==> src/rtl/commit_trace_queue_if.sv <==
// Retire-slot inputs and commit-reporter outputs of the per-hart commit trace queue.
// The queue takes the slave side; the writeback/reporter environment takes master.
interface commit_trace_queue_if #(
    parameter int DEPTH = 8
);
    logic                     in0_valid;
    logic [31:0]              in0_pc;
    logic [31:0]              in0_inst;
    logic                     in0_is_mmio;
    logic [11:0]              in0_rcsr_id;
    logic                     in1_valid;
    logic [31:0]              in1_pc;
    logic [31:0]              in1_inst;
    logic                     in1_is_mmio;
    logic [11:0]              in1_rcsr_id;
    logic                     in_ready;
    logic                     out_valid;
    logic [31:0]              out_pc;
    logic [31:0]              out_inst;
    logic                     out_is_mmio;
    logic [11:0]              out_rcsr_id;
    logic [31:0]              out_hartid;
    logic [$clog2(DEPTH):0]   count;
    logic                     overflow;

    modport master (
        output in0_valid, in0_pc, in0_inst, in0_is_mmio, in0_rcsr_id,
        output in1_valid, in1_pc, in1_inst, in1_is_mmio, in1_rcsr_id,
        input  in_ready, out_valid, out_pc, out_inst, out_is_mmio, out_rcsr_id,
        input  out_hartid, count, overflow
    );

    modport slave (
        input  in0_valid, in0_pc, in0_inst, in0_is_mmio, in0_rcsr_id,
        input  in1_valid, in1_pc, in1_inst, in1_is_mmio, in1_rcsr_id,
        output in_ready, out_valid, out_pc, out_inst, out_is_mmio, out_rcsr_id,
        output out_hartid, count, overflow
    );
endinterface

==> src/rtl/commit_trace_queue.sv <==
// Absorbs two-wide retire bursts and replays them one per cycle, in program order,
// into the commit reporter, which has no back-pressure.
module commit_trace_queue #(
    parameter int DEPTH  = 8,
    parameter int HARTID = 0
) (
    input logic                 clock,
    input logic                 reset,
    commit_trace_queue_if.slave bus
);
    localparam int AW = $clog2(DEPTH);
    localparam int CW = AW + 1;

    typedef struct packed {
        logic [31:0] pc;
        logic [31:0] inst;
        logic        is_mmio;
        logic [11:0] rcsr_id;
    } rec_t;

    rec_t          entry_mem [DEPTH];
    logic [AW-1:0] wr_ptr_q, wr_ptr_d;
    logic [AW-1:0] rd_ptr_q, rd_ptr_d;
    logic [CW-1:0] count_q, count_d;
    logic          overflow_q, overflow_d;
    logic          out_valid_q, out_valid_d;
    rec_t          out_rec_q, out_rec_d;

    logic          in_ready;
    logic          deq;
    logic          wr0_en, wr1_en;
    logic [AW-1:0] wr1_idx;
    logic [1:0]    n_in;
    rec_t          in0_rec, in1_rec;

    // Admission looks only at registered occupancy, so a same-cycle dequeue never opens space.
    assign in_ready = (count_q <= CW'(DEPTH - 2));

    assign in0_rec = '{pc: bus.in0_pc, inst: bus.in0_inst,
                       is_mmio: bus.in0_is_mmio, rcsr_id: bus.in0_rcsr_id};
    assign in1_rec = '{pc: bus.in1_pc, inst: bus.in1_inst,
                       is_mmio: bus.in1_is_mmio, rcsr_id: bus.in1_rcsr_id};

    always_comb begin
        n_in        = {1'b0, bus.in0_valid} + {1'b0, bus.in1_valid};
        wr0_en      = in_ready & bus.in0_valid;
        wr1_en      = in_ready & bus.in1_valid;
        // A lone slot-1 record lands at wr_ptr so the buffer stays compacted.
        wr1_idx     = wr_ptr_q + AW'(bus.in0_valid);
        deq         = (count_q != '0);
        wr_ptr_d    = in_ready ? (wr_ptr_q + AW'(n_in)) : wr_ptr_q;
        rd_ptr_d    = rd_ptr_q + AW'(deq);
        count_d     = count_q + (in_ready ? CW'(n_in) : '0) - CW'(deq);
        overflow_d  = overflow_q | (~in_ready & (bus.in0_valid | bus.in1_valid));
        out_valid_d = deq;
        out_rec_d   = deq ? entry_mem[rd_ptr_q] : out_rec_q;
    end

    always_ff @(posedge clock) begin
        if (wr0_en) entry_mem[wr_ptr_q] <= in0_rec;
        if (wr1_en) entry_mem[wr1_idx]  <= in1_rec;
    end

    always_ff @(posedge clock) begin
        if (reset) begin
            wr_ptr_q    <= '0;
            rd_ptr_q    <= '0;
            count_q     <= '0;
            overflow_q  <= 1'b0;
            out_valid_q <= 1'b0;
            out_rec_q   <= '0;
        end else begin
            wr_ptr_q    <= wr_ptr_d;
            rd_ptr_q    <= rd_ptr_d;
            count_q     <= count_d;
            overflow_q  <= overflow_d;
            out_valid_q <= out_valid_d;
            out_rec_q   <= out_rec_d;
        end
    end

    assign bus.in_ready    = in_ready;
    assign bus.out_valid   = out_valid_q;
    assign bus.out_pc      = out_rec_q.pc;
    assign bus.out_inst    = out_rec_q.inst;
    assign bus.out_is_mmio = out_rec_q.is_mmio;
    assign bus.out_rcsr_id = out_rec_q.rcsr_id;
    assign bus.out_hartid  = 32'(HARTID);
    assign bus.count       = count_q;
    assign bus.overflow    = overflow_q;
endmodule

==> src/flat_wrapper.sv <==
// flat-port wrapper written by rule: the top's interface ports become plain ports
module commit_trace_queue_flat 
#(
    parameter int DEPTH  = 8,
    parameter int HARTID = 0
)
  (clock, reset, bus_in0_valid, bus_in0_pc, bus_in0_inst, bus_in0_is_mmio, bus_in0_rcsr_id, bus_in1_valid, bus_in1_pc, bus_in1_inst, bus_in1_is_mmio, bus_in1_rcsr_id, bus_in_ready, bus_out_valid, bus_out_pc, bus_out_inst, bus_out_is_mmio, bus_out_rcsr_id, bus_out_hartid, bus_count, bus_overflow);
  commit_trace_queue_if #(.DEPTH(DEPTH)) bus_i ();
  input logic clock;
  input logic reset;
  input wire logic [$bits(bus_i.in0_valid)-1:0] bus_in0_valid;
  input wire logic [$bits(bus_i.in0_pc)-1:0] bus_in0_pc;
  input wire logic [$bits(bus_i.in0_inst)-1:0] bus_in0_inst;
  input wire logic [$bits(bus_i.in0_is_mmio)-1:0] bus_in0_is_mmio;
  input wire logic [$bits(bus_i.in0_rcsr_id)-1:0] bus_in0_rcsr_id;
  input wire logic [$bits(bus_i.in1_valid)-1:0] bus_in1_valid;
  input wire logic [$bits(bus_i.in1_pc)-1:0] bus_in1_pc;
  input wire logic [$bits(bus_i.in1_inst)-1:0] bus_in1_inst;
  input wire logic [$bits(bus_i.in1_is_mmio)-1:0] bus_in1_is_mmio;
  input wire logic [$bits(bus_i.in1_rcsr_id)-1:0] bus_in1_rcsr_id;
  output wire logic [$bits(bus_i.in_ready)-1:0] bus_in_ready;
  output wire logic [$bits(bus_i.out_valid)-1:0] bus_out_valid;
  output wire logic [$bits(bus_i.out_pc)-1:0] bus_out_pc;
  output wire logic [$bits(bus_i.out_inst)-1:0] bus_out_inst;
  output wire logic [$bits(bus_i.out_is_mmio)-1:0] bus_out_is_mmio;
  output wire logic [$bits(bus_i.out_rcsr_id)-1:0] bus_out_rcsr_id;
  output wire logic [$bits(bus_i.out_hartid)-1:0] bus_out_hartid;
  output wire logic [$bits(bus_i.count)-1:0] bus_count;
  output wire logic [$bits(bus_i.overflow)-1:0] bus_overflow;
  assign bus_i.in0_valid = bus_in0_valid;
  assign bus_i.in0_pc = bus_in0_pc;
  assign bus_i.in0_inst = bus_in0_inst;
  assign bus_i.in0_is_mmio = bus_in0_is_mmio;
  assign bus_i.in0_rcsr_id = bus_in0_rcsr_id;
  assign bus_i.in1_valid = bus_in1_valid;
  assign bus_i.in1_pc = bus_in1_pc;
  assign bus_i.in1_inst = bus_in1_inst;
  assign bus_i.in1_is_mmio = bus_in1_is_mmio;
  assign bus_i.in1_rcsr_id = bus_in1_rcsr_id;
  assign bus_in_ready = bus_i.in_ready;
  assign bus_out_valid = bus_i.out_valid;
  assign bus_out_pc = bus_i.out_pc;
  assign bus_out_inst = bus_i.out_inst;
  assign bus_out_is_mmio = bus_i.out_is_mmio;
  assign bus_out_rcsr_id = bus_i.out_rcsr_id;
  assign bus_out_hartid = bus_i.out_hartid;
  assign bus_count = bus_i.count;
  assign bus_overflow = bus_i.overflow;
  commit_trace_queue #(.DEPTH(DEPTH), .HARTID(HARTID)) u_core (.clock(clock), .reset(reset), .bus(bus_i));
endmodule
==> config.mk <==
export PLATFORM = sky130hd
export DESIGN_NAME = commit_trace_queue_flat
export DESIGN_NICKNAME = d
export VERILOG_FILES = /design/src/rtl/commit_trace_queue_if.sv /design/src/rtl/commit_trace_queue.sv /design/src/flat_wrapper.sv
export SDC_FILE = /design/constraint.sdc
export NUM_CORES = 1
export LEC_CHECK = 0
export CAP_MARGIN = 25
export CORE_MARGIN = 3
export CORE_UTILIZATION = 59
export DETAILED_ROUTE_END_ITERATION = 16
export GPL_TIMING_DRIVEN = 0
export PLACE_DENSITY_LB_ADDON = 0.15
export SYNTH_ARGS = -nofsm -noshare
export SYNTH_HDL_FRONTEND = slang
export SYNTH_SLANG_ARGS = --single-unit
export TNS_END_PERCENT = 100
==> constraint.sdc <==
create_clock -name clock -period 19.71 [get_ports clock]
set_input_delay 5.913 -clock clock [delete_from_list [all_inputs] [get_ports clock]]
set_output_delay 5.913 -clock clock [all_outputs]
set_load 0.1 [all_outputs]
==> impl_metrics.yaml <==
status:
  outcome: "complete, no violations"
grt:
  track_usage_pct: 30.2
  grt_pass1_wl_um: 134000
  grt_max_degree: 23
  gr-total-overflow: 0
  antenna_found_initial: 16
  grt_pass1_vias: 21300
timing:
  slew_headroom_pct: 24.8
  fin_tns_setup_ns: 0
  slew_viol_final: 0
  hold_viol_final: 0
  rsz0062_at_grt: "false"
  max_freq_mhz: 110
  finalSetupViolCount: 0
  min_period_ns: 9.12
  worstMarginPinSlew_ns: 1.13
  finClkSkew_ns: 0.0188
  post-route-period-util_pct: 46.3
setup_path:
  crit_fanout: 14
  cp.arrival_ns: 9.43
  crit_type: "input pin to flop"
  rrSetupSlack_ns: 16.00
  startpoint_type: "input pin"
  crit_path_end_kind: "flop"
  critical_path_required_ns: 20.03
  r2r_cells: 11
job:
  cap_violations: 0
layout:
  mostFrequentLayoutCell: "mux2_2"
  num-fill-cells: 3726
  syn_to_final_growth_pct: 20.2
  final_cell_count_no_fill: 3354
  seq_area_um2: 20300
  final_cell_mix: "766 x mux2_2, 616 x edfxtp_1, 240 x clkdlybuf4s50_1"
  drive_gt1_share_pct: 42.4
  final_nets: 2699
  multi_input_area_um2: 12900
cts:
  cts_htree_levels: 3
  post_cts_buffers: 0
  clock_latency_ns: 0.61
  clockBufferDepth: 3
  clock_tree.root_cell: "clkbuf_16"
  clkTransAtPathRegs_ns: 0.06
  cts_buffers: 73
  ctsHoldBuffers: 0
  cts.sinks: 705
  cts_tree: "yes"
  cts_resized: 0
floorplanning:
  die_w_um: 246
  start_util_pct: 59.9
  coreArea_um2: 56600
  die-area_um2: 60400
  rows: 87
  die_y_um: 246
  ioPinCount: 274
worst_hold_path:
  hold_class: "flop to flop"
  hold_depth: 2
routing:
  drc: 0
  viasPerCell: 6.13
  wl_per_cell_um: 27.1
  postRouteAntennaNets: 0
  drt-pass1-iter-count: 5
  via_count: 20500
  drt_iter0_drc: 1805
  wl_um: 91000
power:
  p_per_area_nw_per_um2: 140
  peakVddDrop_uv: 99.9
  p_leak_nw: 13.9
yosys:
  synthArstFlopShare_pct: 0
  yosys_register_bits: 705
  ys_seq_area_share_pct: 59.8
  syn_area_um2: 33900
  synthCells: 2137
  synth.distinct_cells: 41
  synth_edf_count: 616
  syn_area_per_cell_um2: 15.9
  yosys_warnings: 0
  synth_ff_type: "edfxtp_1"
placement:
  dp_cells: 3204
  portBuffers: 240
  dpl.hpwl_um: 60600
  gp_routability_congestion: 0.803
[cells by family after synthesis]
kind of cell               count (synthesis)  synth area share (%)
muxes                                    851                  30.6
DFF                                      705                  59.8
buffers and inverters                    192                  2.87
and+or+nand+nor                          191                  2.31
AOI/OAI and AO/OA                        175                  3.65
adders and majority gates                 16                 0.634
xor gates and xnor gates                   6                 0.155
other                                      1                0.0111
[state kept, by name (all words and copies together) (netlist names)]
register / flops
u_core.bus.out_inst: 32
u_core.bus.out_is_mmio: 1
u_core.bus.out_pc: 32
u_core.entry_mem: 616
u_core.bus.out_valid: 1
u_core.bus.out_rcsr_id: 12
u_core.rd_ptr_q: 3
u_core.wr_ptr_q: 3
u_core.bus.count: 4
u_core.bus.overflow: 1
[where the power goes]
| group | leakage [nW] | switching [mW] | internal, mW |
|---|---|---|---|
| Sequential | 6.36 | 0.103 | 2.00 |
| Combinational | 6.37 | 1.38 | 0.847 |
| Clock | 1.14 | 0.572 | 0.793 |
[area by class of cell]
type,instances,share of cell area (%)
diodes,16,0.0982
plain buffers,177,2.25
clock buffers,110,5.27
clock inverters,22,0.457
inverters,15,0.138
multi-input cells,1271,31.6
flip-flops and latches,705,49.7
well taps,756,2.32
repair buffers,282,8.14
[layer usage]
layer / up-vias / share of wire (%) / GRT usage, %
met5: - / 0.032 / 0
met4: 6 / 3.2 / 10.7
met3: 186 / 7.4 / 6.24
met2: 810 / 51 / 51.7
met1: 10400 / 39 / 38.2
li1: 9154 / - / -
[worst max-delay path: stages]
cell	delay, ns
clkdlybuf4s50_1	0.54
ha_1	0.27
ha_1	0.28
nand2b_1	0.16
nor2_1	0.15
nand3b_1	0.44
buf_2	0.43
buf_2	0.29
o31ai_4	0.29
buf_16	0.24
buf_8	0.20
buf_8	0.18
[cell usage after synthesis (2+ instances only)]
cell type	count	area, µm²
dfxtp_1	89	1780
o31ai_1	73	548
and3_1	2	12.5
nor2b_1	6	37.5
nand2_1	77	289
a22oi_1	5	37.5
clkbuf_1	61	229
xor2_1	2	17.5
o221ai_1	5	43.8
ha_1	14	175
nand2b_1	5	31.3
a211oi_1	8	60.1
xnor2_1	4	35.0
mux2_2	766	8630
o21bai_1	2	15.0
mux2i_1	11	110
mux2_1	2	22.5
nand3b_1	5	37.5
buf_2	58	290
buf_4	42	315
fa_1	2	40.0
nor2_1	90	338
mux4_2	72	1620
nand3_1	3	15.0
edfxtp_1	616	18500
o22ai_1	71	444
inv_1	15	56.3
buf_6	3	33.8
o21ai_0	4	20.0
buf_1	13	48.8
[through the flow]
| stage | utilization [%] | area [µm²] | power (mW) | worst slack, ns | hold WS, ns |
|---|---|---|---|---|---|
| 6_report | 72.0 | 40800 | 5.70 | 10.59 | 0.456 |
| 5_1_grt | 72.0 | 40800 | 5.89 | 10.54 | 0.470 |
| 4_1_cts | 71.9 | 40700 | 5.70 | 10.66 | 0.458 |
| 3_5_place_dp | 67.7 | 38300 | 4.34 | 10.02 | 0.439 |
| 3_3_place_gp | 66.1 | 37400 | 4.28 | 0.573 | 0.436 |
| 2_1_floorplan | - | 34000 | 3.65 | 7.36 | 0.543 |
[worst paths after layout]
check / from / to
max: bus_in0_valid / u_core.entry_mem[0][16]$_DFFE_PP_
min: u_core.bus.out_pc[23]$_SDFFE_PP0N_ / u_core.bus.out_pc[23]$_SDFFE_PP0N_
max reg2reg: u_core.wr_ptr_q[0]$_SDFFE_PP0N_ / u_core.entry_mem[0][16]$_DFFE_PP_
min reg2reg: u_core.bus.out_pc[23]$_SDFFE_PP0N_ / u_core.bus.out_pc[23]$_SDFFE_PP0N_
Power figures use the tool's default switching activity.
